### src/rtl/rr_arb_pkg.sv
// Shared constants and FSM state type for the round-robin mux-select arbiter.
package rr_arb_pkg;

  localparam int N_CH_DEF  = 8;
  localparam int SEL_W_DEF = $clog2(N_CH_DEF);

  typedef enum logic {
    IDLE = 1'b0,
    HOLD = 1'b1
  } arb_state_t;

endpackage

### src/rtl/rr_pick.sv
// Combinational rotating-priority picker: first set bit of req_vec at or after ptr,
// wrapping past N_CH-1. Built as rotate / priority-encode / un-rotate.
module rr_pick
  import rr_arb_pkg::*;
#(
  parameter int N_CH  = N_CH_DEF,
  parameter int SEL_W = $clog2(N_CH)
) (
  input  logic [N_CH-1:0]  req_vec,
  input  logic [SEL_W-1:0] ptr,
  output logic             found,
  output logic [SEL_W-1:0] idx
);

  logic [2*N_CH-1:0] dbl_s;
  logic [N_CH-1:0]   rot_s;
  logic [SEL_W-1:0]  off_s;
  logic [SEL_W:0]    sum_s;

  // rotate so ptr lands on bit 0, take lowest set bit, then map back to a channel index
  always_comb begin
    dbl_s = {req_vec, req_vec} >> ptr;
    rot_s = dbl_s[N_CH-1:0];
    off_s = '0;
    for (int i = N_CH - 1; i >= 0; i--) begin
      off_s = rot_s[i] ? SEL_W'(i) : off_s;
    end
    sum_s = {1'b0, off_s} + {1'b0, ptr};
    if (sum_s >= (SEL_W+1)'(N_CH)) begin
      idx = SEL_W'(sum_s - (SEL_W+1)'(N_CH));
    end else begin
      idx = sum_s[SEL_W-1:0];
    end
    found = |req_vec;
  end

endmodule

### src/rtl/rr_mux_select_arbiter.sv
// Round-robin arbiter driving the 8:1 mux select with valid/ready and one-cycle ack.
// Optional fixed top priority for channel 0 when RR_ARB_HIPRI_EN is defined.
module rr_mux_select_arbiter
  import rr_arb_pkg::*;
#(
  parameter int N_CH  = N_CH_DEF,
  parameter int SEL_W = $clog2(N_CH)
) (
  input  logic             clk,
  input  logic             rst,
  input  logic [N_CH-1:0]  req,
  input  logic             out_ready,
  output logic [SEL_W-1:0] sel,
  output logic [N_CH-1:0]  grant,
  output logic             out_valid,
  output logic [N_CH-1:0]  ack
);

  arb_state_t       state_q, state_d;
  logic [SEL_W-1:0] sel_q, sel_d;
  logic [N_CH-1:0]  grant_q, grant_d;
  logic             valid_q, valid_d;
  logic [SEL_W-1:0] ptr_q, ptr_d;

  logic             handshake_s;
  logic [SEL_W-1:0] ptr_adv_s;
  logic [SEL_W-1:0] ptr_hs_s;
  logic [N_CH-1:0]  elig_s;
  logic [SEL_W-1:0] start_s;
  logic             pick_found_s;
  logic [SEL_W-1:0] pick_idx_s;
  logic             win_found_s;
  logic [SEL_W-1:0] win_idx_s;
  logic [N_CH-1:0]  win_onehot_s;

  // handshake detection and the request set / start index offered to the picker
  always_comb begin
    handshake_s = (state_q == HOLD) && valid_q && out_ready;
    if (sel_q == SEL_W'(N_CH - 1)) begin
      ptr_adv_s = '0;
    end else begin
      ptr_adv_s = sel_q + SEL_W'(1);
    end
`ifdef RR_ARB_HIPRI_EN
    // channel 0 only ever wins through the override, so its grants leave the rotation alone
    if (sel_q == '0) begin
      ptr_hs_s = ptr_q;
    end else begin
      ptr_hs_s = ptr_adv_s;
    end
`else
    ptr_hs_s = ptr_adv_s;
`endif
    if (state_q == IDLE) begin
      elig_s  = req;
      start_s = ptr_q;
    end else if (handshake_s) begin
      elig_s  = req & ~grant_q;
      start_s = ptr_hs_s;
    end else begin
      elig_s  = '0;
      start_s = ptr_q;
    end
  end

  rr_pick #(
    .N_CH  (N_CH),
    .SEL_W (SEL_W)
  ) u_pick (
    .req_vec (elig_s),
    .ptr     (start_s),
    .found   (pick_found_s),
    .idx     (pick_idx_s)
  );

  // winner selection, with the optional channel-0 override
  always_comb begin
    win_found_s = pick_found_s;
`ifdef RR_ARB_HIPRI_EN
    if (elig_s[0]) begin
      win_idx_s = '0;
    end else begin
      win_idx_s = pick_idx_s;
    end
`else
    win_idx_s = pick_idx_s;
`endif
    win_onehot_s            = '0;
    win_onehot_s[win_idx_s] = 1'b1;
  end

  // FSM next state and next register values
  always_comb begin
    state_d = state_q;
    sel_d   = sel_q;
    grant_d = grant_q;
    valid_d = valid_q;
    ptr_d   = ptr_q;
    case (state_q)
      IDLE: begin
        if (win_found_s) begin
          sel_d   = win_idx_s;
          grant_d = win_onehot_s;
          valid_d = 1'b1;
          state_d = HOLD;
        end else begin
          state_d = IDLE;
        end
      end
      HOLD: begin
        if (handshake_s) begin
          ptr_d = ptr_hs_s;
          if (win_found_s) begin
            sel_d   = win_idx_s;
            grant_d = win_onehot_s;
            state_d = HOLD;
          end else begin
            valid_d = 1'b0;
            grant_d = '0;
            state_d = IDLE;
          end
        end else begin
          state_d = HOLD;
        end
      end
      default: begin
        valid_d = 1'b0;
        grant_d = '0;
        state_d = IDLE;
      end
    endcase
  end

  // state, pointer and output registers
  always_ff @(posedge clk or posedge rst) begin
    if (rst) begin
      state_q <= IDLE;
      sel_q   <= '0;
      grant_q <= '0;
      valid_q <= 1'b0;
      ptr_q   <= '0;
    end else begin
      state_q <= state_d;
      sel_q   <= sel_d;
      grant_q <= grant_d;
      valid_q <= valid_d;
      ptr_q   <= ptr_d;
    end
  end

  assign sel       = sel_q;
  assign grant     = grant_q;
  assign out_valid = valid_q;
  assign ack       = handshake_s ? grant_q : '0;

endmodule

### config.mk
export PLATFORM = sky130hd
export DESIGN_NAME = rr_mux_select_arbiter
export DESIGN_NICKNAME = d
export VERILOG_FILES = /design/src/rtl/rr_arb_pkg.sv /design/src/rtl/rr_pick.sv /design/src/rtl/rr_mux_select_arbiter.sv
export SDC_FILE = /design/constraint.sdc
export NUM_CORES = 1
export LEC_CHECK = 0
export ABC_AREA = 1
export CAP_MARGIN = 20
export CORE_MARGIN = 4
export CORE_UTILIZATION = 43
export CTS_CLUSTER_SIZE = 24
export DETAILED_ROUTE_END_ITERATION = 12
export PLACE_DENSITY = 0.7
export SYNTH_ARGS = -nofsm -noshare
export SYNTH_HDL_FRONTEND = slang
export SYNTH_HIERARCHICAL = 1
export SYNTH_SLANG_ARGS = --single-unit
export TNS_END_PERCENT = 10
### constraint.sdc
create_clock -name clk -period 4.1 [get_ports clk]
set_input_delay 0.41 -clock clk [delete_from_list [all_inputs] [get_ports clk]]
set_output_delay 0.41 -clock clk [all_outputs]
set_load 0.01 [all_outputs]
# ---- After elaboration in Yosys (flattened, before gate mapping)
# Cells that the tools add are included.
dict set report word_totals {
  inputBits 11
  output_inout_bits 20
  wordCells 56
  regBits 16
}
dict set report classes {
  shifts 1
  bitwise 3
  muxes 31
  n_eq_ne 4
  n_lt_le_gt_ge 3
  addsub 3
  reduce_logical 6
}
# op count
set op_table {}
lappend op_table {{$mux W8} 6}
lappend op_table {{$mux W3} 14}
lappend op_table {{$pmux W8 S2} 1}
lappend op_table {{$shr A16 B3 Y8} 1}
lappend op_table {{$and A8 B8 Y8} 1}
lappend op_table {{$not A8 Y8} 1}
lappend op_table {{$reduce_or A8 Y1} 1}
lappend op_table {{$mux W1} 6}
lappend op_table {{$pmux W3 S2} 1}
lappend op_table {{$add A3 B3 Y4} 1}
lappend op_table {{$ge A4 B4 Y1 const B} 1}
lappend op_table {{$lt A3 B4 Y1 const B} 1}
lappend op_table {{$ne A2 B2 Y1 const B} 2}
lappend op_table {{$pmux W1 S2} 2}
lappend op_table {{$add A3 B1 Y3 const B} 1}
lappend op_table {{$demux W1 S3} 1}
lappend op_table {{$eq A3 B3 Y1 const B} 1}
lappend op_table {{$ge A3 B1 Y1 const B} 1}
lappend op_table {{$logic_and A1 B1 Y1} 3}
lappend op_table {{$reduce_and A3 Y1} 1}
lappend op_table {{$sub A3 B1 Y3 const B} 1}
lappend op_table {{$ne A2 B1 Y1 const B} 1}
lappend op_table {{$reduce_and A2 Y1} 1}
lappend op_table {{$not A1 Y1} 1}

# ---- Depth between registers and ports, before layout
# Gate-level depths: netlist (run 1).
dict set report logic_depth {
  ltp_word 23
  mapped_depth 29
  ltp_nobuf 28
}

# ---- Modules after synthesis
# The synthesis (run 1) kept the hierarchy.
# module area_each_um2 n_inst seq_area_each_um2 cells_each
set by_module_without_submodules {}
lappend by_module_without_submodules {rr_mux_select_arbiter 862.1 1 400.4 116}
lappend by_module_without_submodules {rr_pick 531.8 1 0.0 98}

# ---- Worst setup path after synthesis (run 1)
# No wires, ideal clock.
dict set report synth_timing {
  path_kind {reg2reg}
  from {reg sel_q[0], in the netlist sel[0]}
  to {reg grant_q[5], in the netlist grant[5]}
  path_buffers 1
  period_less_slack_ps 3165
  stages_incl_launch_ff 30
  setup_time_ps 65
  t_arrival_ps 3100
  slack_ps 935
  t_required_ps 4035
  cell_sequence {dfrtp_1 ha_1 ha_1 nor2_1 nand2_1 nand2_1 buf_6 inv_6 nand2_2 nand3_2 nand2_1 nand2_1 nand2_1 nand2_1 nand2_1 nand2_1 nand2_1 nand2_1 a21oi_1 ha_1 inv_1 fa_1 xor2_1 nand3b_1 nand2_1 inv_1 inv_1 nor2_1 nand3_1 nand2_1}
}
dict set report synth_between {
  elab_chain_cells 23
  word_cells_on_any_way 27
  classes_between {add/sub (3); order compare (3); eq/ne (1); shift (1); mux (18); reduce/logical (1)}
}
# element line
set synth_rtl {}
lappend synth_rtl {{start: declaration} rr_mux_select_arbiter.sv:20} ;# logic [SEL_W-1:0] sel_q, sel_d;
lappend synth_rtl {{start signal: assignment} rr_mux_select_arbiter.sv:144} ;# sel_q <= sel_d;
lappend synth_rtl {{$add A3 B1 Y3 / $eq A3 B3 Y1 (equally long branches)} {rr_mux_select_arbiter.sv:42, rr_mux_select_arbiter.sv:39}}
lappend synth_rtl {{$mux W3 (*)} rr_mux_select_arbiter.sv:39} ;# if (sel_q == SEL_W'(N_CH - 1)) begin
lappend synth_rtl {{$mux W3 (*)} rr_mux_select_arbiter.sv:57} ;# end else if (handshake_s) begin
lappend synth_rtl {{$mux W3 (*)} n/a}
lappend synth_rtl {{$shr A16 B3 Y8} rr_pick.sv:22} ;# dbl_s = {req_vec, req_vec} >> ptr;
lappend synth_rtl {{$mux W3 (8 in series)} rr_pick.sv:26} ;# off_s = rot_s[i] ? SEL_W'(i) : off_s;
lappend synth_rtl {{$add A3 B3 Y4 (*)} rr_pick.sv:28} ;# sum_s = {1'b0, off_s} + {1'b0, ptr};
lappend synth_rtl {{$ge A4 B4 Y1 / $sub A3 B1 Y3 (equally long branches)} {rr_pick.sv:29, rr_pick.sv:30}}
lappend synth_rtl {{$mux W3 (*)} rr_pick.sv:29} ;# if (sum_s >= (SEL_W+1)'(N_CH)) begin
lappend synth_rtl {{via pick_idx_s[2]} rr_mux_select_arbiter.sv:31} ;# logic [SEL_W-1:0] pick_idx_s;
lappend synth_rtl {{$lt A3 B4 Y1 (not written as such) / $ge A3 B1 Y1 (equally long branches)} rr_mux_select_arbiter.sv:89} ;# win_onehot_s[win_idx_s] = 1'b1;
lappend synth_rtl {{$logic_and A1 B1 Y1 (not written as such)} rr_mux_select_arbiter.sv:89}
lappend synth_rtl {{$mux W1 (not written as such)} rr_mux_select_arbiter.sv:89}
lappend synth_rtl {{$demux W1 S3 (*)} rr_mux_select_arbiter.sv:89}
lappend synth_rtl {{$mux W8} rr_mux_select_arbiter.sv:113} ;# if (win_found_s) begin
lappend synth_rtl {{$mux W8} rr_mux_select_arbiter.sv:111} ;# if (handshake_s) begin
lappend synth_rtl {{$pmux W8 S2 (*)} rr_mux_select_arbiter.sv:99} ;# case (state_q)
lappend synth_rtl {{end signal: assignment} rr_mux_select_arbiter.sv:145} ;# grant_q <= grant_d;
lappend synth_rtl {{end: declaration} rr_mux_select_arbiter.sv:21} ;# logic [N_CH-1:0] grant_q, grant_d;
# The timed path passes the listed nets; every way through them passes the cells marked *. The select of a mux whose other input is x is not followed.
# A chain may end at the register's enable or synchronous reset.

# ---- Worst setup path after layout (run 1)
# Same ends and word-level chain as after synthesis.

==> flow_summary.json, run 1 <==
{
  "status": "complete, no violations",
  "cp_data_arrival_time_ns": 3.85,
  "synth_area_leaders": "dfrtp_1 29%, nand2_1 21%, nand3_1 7.5%",
  "synth_top_area_cell": "dfrtp_1",
  "root_buffer": "clkbuf_4",
  "row_count": 20,
  "fin_tns_setup_ns": 0,
  "vias": 1419,
  "ys_seq_area_share_pct": 28.7,
  "grt_pass1_vias": 1403,
  "wirelength_um": 3650,
  "top_level_ports": 31,
  "cp_common_cell": "nand2_1",
  "worst_pin_slew_ns": 0.630,
  "worstPathRequired_ns": 4.34,
  "worstSetupPathType": "register to register",
  "worstSetupEndpointType": "register",
  "dieHeight_um": 64.9,
  "insertion_delay_ns": 0.29,
  "syn-cell-area_um2": 1390,
  "hp-class": "input pin to async pin",
  "n_antenna_cell": 0,
  "finalHoldViolCount": 0,
  "synth.distinct_cells": 24,
  "cts_buffers": 3,
  "crit_fanout": 9,
  "reg2reg_slack_ns": 0.49,
  "drt_iter0_drc": 83,
  "cts_resized": 0,
  "drt-pass1-iter-count": 4,
  "start_util_pct": 45.3,
  "nets": 264,
  "tritoncts": "built",
  "route.detailed.drc": 0,
  "place_congestion": 0.879,
  "start_kind": "register",
  "finalSetupViolCount": 0,
  "regToRegStartpoint": "sel[0]",
  "rsz0062_at_grt": "false",
  "layout.area.seq_um2": 400,
  "cts_max_level": 1,
  "max_freq_mhz": 277,
  "wl_per_cell_um": 12.5,
  "grt_max_degree": 17,
  "critPathLaunch": "sel[0]",
  "postCtsHoldBufs": 0,
  "avgSynthCellArea_um2": 6.51,
  "dieArea_um2": 4220,
  "clock_skew_ns": 0.000648,
  "track_usage_pct": 18.6,
  "gr-total-overflow": 0,
  "path_clk_slew_ns": 0.11,
  "fin_crit_ns": 3.61,
  "max_stage_delay_ns": 0.42,
  "yosysTopAreaCellShare_pct": 28.7,
  "syn_nets": 229,
  "core_um2": 3080,
  "post_cts_buffers": 0,
  "slowest_stage": "dfrtp_1",
  "ys_warn_count": 6,
  "antenna_found_initial": 0,
  "dpl.hpwl_um": 2910,
  "slew_headroom_pct": 57.9,
  "synthToLayoutAreaGrowth_pct": 27.6,
  "drt-vias-per-instance": 4.86,
  "maxCapViolations": 0,
  "post-route-period-util_pct": 88.1,
  "dieWidth_um": 64.9,
  "slew_violations": 0,
  "multi_input_area_um2": 847,
  "ys_ff_latch": 16,
  "clock_sinks": 16,
  "port_buffers": 30,
  "clockBufferDepth": 2,
  "grt_pass1_wl_um": 6190,
  "drive_above_1_share_pct": 15.3,
  "final.fill_count": 313,
  "ant_nets": 0,
  "netlist_instances": 214
}
-- Yosys cell counts (all sizes together) --
cell	n
nand2	93
nand3	28
inv	25
nor2	22
dfrtp	16
o21ai	11
a21oi	6
buf	4
ha	3
nor4	2
fa	1
nand3b	1
o21bai	1
xor2	1
-- state kept, by name, indices dropped and copies added, names as in the netlist --
register / flops
grant: 8
ptr_q: 3
sel: 3
out_valid: 1
state_q: 1
-- worst paths after layout --
path                       depth (start not counted)       end
max in group asynchronous                          2  grant[1]
max reg2reg                                       28  grant[5]
min                                                2    sel[2]
max                                               28  grant[5]
min in group clk                                   2  grant[5]
min reg2reg                                        2  grant[5]
-- stage by stage --
stage | std cells | cell area [µm²] | setup slack (ns) | hold slack (ns) | utilization (%)
3_3_place_gp | 288 | 1740 | 0.342 | 0.490 | 56.6
3_5_place_dp | 288 | 1740 | 0.306 | 0.492 | 56.6
4_1_cts | 292 | 1780 | 0.512 | 0.507 | 57.8
5_1_grt | 292 | 1780 | 0.146 | 0.530 | 57.8
2_1_floorplan | 214 | 1390 | 0.935 | 0.324 | -
6_report | 292 | 1780 | 0.488 | 0.488 | 57.8
-- cell families after synthesis --
logic type | after synthesis | synth area share, %
simple gates | 146 | 49.1
buf+inv | 29 | 10.5
compound gates | 18 | 6.91
flops | 16 | 28.7
fa+ha+maj | 4 | 4.13
xor+xnor | 1 | 0.628
-- routing by layer --
metal,vias to the layer above,global-route usage (%),routed length (µm)
met5,-,0,0
met4,0,2.90,18
met3,2,5.03,130
met2,28,30.9,1750
met1,643,24.4,1750
li1,746,-,-
-- critical path, delay by kind of cell, from the launching register on --
family,cells,cell delay [ns]
DFF,1,0.42
adders and majority gates,4,0.90
buffers and inverters,4,0.33
and+or+nand+nor,18,1.58
xor gates and xnor gates,1,0.17
AOI/OAI and AO/OA,1,0.12
-- layout by cell type (no fill, tap or decap) --
master           Yosys  layout
clkdlybuf4s50_1      0      30
nand2_4              2       2
fa_1                 1       1
clkbuf_8             0       1
buf_4                2       4
dfrtp_1             16      16
nand3b_1             1       1
nand2_2             13      13
o21bai_1             1       1
o21ai_0             11      11
nand2_1             78      78
inv_6                2       2
inv_1               19      19
a21oi_2              1       1
inv_4                2       2
a21oi_1              5       5
nor2_1              21      21
xor2_1               1       1
nand3_1             21      21
nand3_4              1       1
inv_2                2       2
nor2_2               1       1
ha_1                 3       3
nor4_1               2       2
nand3_2              6       6
clkbuf_4             0       3
-- area by class of cell --
| cell class | instances | share of cell area (%) |
|---|---|---|
| inverter | 25 | 6.12 |
| timing repair buffer | 34 | 18.6 |
| clock buffer | 4 | 2.04 |
| multi-input combinational | 169 | 47.6 |
| tap | 44 | 3.10 |
| sequential | 16 | 22.5 |
Power of run 1 is left out: the tool's default activity adds up to more than one toggle a clock period on the data nets, which glitch-free logic cannot reach.
==> inputs of run 2 (changes only) <==
CTS_CLUSTER_DIAMETER = 120   (was unset)
GPL_TIMING_DRIVEN = 0   (was unset)
==> run 2 against run 1 <==
Effect of this change:
- setup slack got worse by 0.079 ns
- non-clock buffer count unchanged
- flip-flop and latch count unchanged
- sequential share of layout area increased by 0.080 points
- via count decreased by 0.49%
- utilization decreased by 0.20 points
- clock-buffer cell count decreased by 1
- global-route usage decreased by 0.32 points
- cell count decreased by 0.34%
- cell area decreased by 0.35%
- wire length decreased by 5.6%
- register-to-register slack about the same
- highest routed layer unchanged
==> flow_summary.json, run 2 (synthesis results as in run 1) <==
{
  "status": "complete, no violations",
  "path_clk_slew_ns": 0.09,
  "start_kind": "input pin",
  "dieArea_um2": 4220,
  "final_cells": 291,
  "nets": 264,
  "top_level_ports": 31,
  "grt_pass1_wl_um": 6120,
  "regToRegStartpoint": "sel[0]",
  "layout_common_cells": "78 x nand2_1, 30 x clkdlybuf4s50_1, 21 x nor2_1, 21 x nand3_1, 19 x inv_1",
  "ant_nets": 0,
  "slew_violations": 0,
  "clockBufferDepth": 2,
  "synthToLayoutAreaGrowth_pct": 27.1,
  "vias": 1412,
  "cts_max_level": 1,
  "worstPathRequired_ns": 4.32,
  "worstSetupEndpointType": "register",
  "fin_crit_ns": 3.69,
  "start_util_pct": 45.3,
  "finalHoldViolCount": 0,
  "rsz0062_at_grt": "false",
  "tritoncts": "built",
  "antenna_found_initial": 0,
  "insertion_delay_ns": 0.28,
  "grt_pass1_vias": 1389,
  "dp.cells": 288,
  "wirelength_um": 3450,
  "fin_tns_setup_ns": 0,
  "clock_skew_ns": 0.00459,
  "cts_buffers": 3,
  "worstSetupPathType": "input pin to register",
  "drt-pass1-iter-count": 4,
  "dieHeight_um": 64.9,
  "dpl.hpwl_um": 2850,
  "worst_pin_slew_ns": 0.624,
  "port_buffers": 30,
  "grt_max_degree": 17,
  "core_um2": 3080,
  "slew_headroom_pct": 58.3,
  "maxCapViolations": 0,
  "hp-class": "input pin to async pin",
  "dieWidth_um": 64.9,
  "cts_resized": 0,
  "postCtsHoldBufs": 0,
  "max_freq_mhz": 271,
  "place_congestion": 0.828,
  "row_count": 20,
  "final_common_cell": "nand2_1",
  "crit_fanout": 10,
  "reg2reg_slack_ns": 0.50,
  "wl_per_cell_um": 11.8,
  "finalSetupViolCount": 0,
  "drt_iter0_drc": 73,
  "post_cts_buffers": 0,
  "route.detailed.drc": 0,
  "critPathLaunch": "out_ready",
  "cp_data_arrival_time_ns": 3.91,
  "drt-vias-per-instance": 4.85,
  "track_usage_pct": 18.2,
  "post-route-period-util_pct": 90.0,
  "n_antenna_cell": 0,
  "gr-total-overflow": 0,
  "clock_sinks": 16,
  "r2r_cells": 29,
  "largest_reg_flops": 8,
  "drive_above_1_share_pct": 15.0,
  "root_buffer": "clkbuf_4"
}
run 2: changes by cell type in the layout (fill, tap and decap cells not counted):
cell / delta
clkbuf_8: -1
buf_6: +2
buf_4: -2
run 2: layout make-up:
type                       count  area [µm²]
clock buffer                   3        22.5
fill                         322        1310
tap                           44        55.1
timing repair buffer          30         300
inverter                      25         109
multi-input combinational    169         847
buffer                         4        37.5
sequential                    16         400
run 2: path summary, 6_finish.rpt:
check                            to
max                        grant[5]
min                          sel[2]
max reg2reg                grant[5]
min reg2reg                ptr_q[2]
max in group asynchronous  grant[0]
min in group clk           ptr_q[2]
run 2: critical path: stages:
cell and delay [ns]:
clkdlybuf4s50_1 0.52, nand3_4 0.12, buf_4 0.21, nand2_1 0.06, nand2_1 0.10, buf_6 0.16
inv_6 0.10, nand2_2 0.07, nand3_1 0.08, nand2_1 0.07, nand2_1 0.06, nand2_1 0.10
nand2_1 0.09, nand2_1 0.04, nand2_1 0.05, nand2_1 0.05, a21oi_1 0.14, ha_1 0.16
inv_1 0.05, fa_1 0.37, xor2_1 0.18, nand3b_1 0.14, nand2_1 0.06, inv_1 0.14
inv_1 0.08, nor2_1 0.12, nand3_1 0.09, nand2_1 0.08
run 2: layer usage:
layer | routed length, µm | share of wire (%) | vias up | track usage [%]
met5 | 0 | 0 | - | 0
met4 | 12 | 0.35 | 0 | 3.96
met3 | 175 | 5.1 | 2 | 3.47
met2 | 1660 | 48 | 28 | 30.8
met1 | 1600 | 46 | 638 | 24.1
li1 | - | - | 744 | -
run 2: metrics by stage:
step           utilization [%]  hold slack, ns  setup slack [ns]  instance area [µm²]
5_1_grt                   57.6           0.542            0.0179                 1770
4_1_cts                   57.6           0.496             0.409                 1770
3_5_place_dp              56.8           0.474             0.143                 1750
3_3_place_gp              56.8           0.470             0.186                 1750
6_report                  57.6           0.497             0.410                 1770
2_1_floorplan                -           0.324             0.935                 1390
Power of run 2 is left out for the same reason.
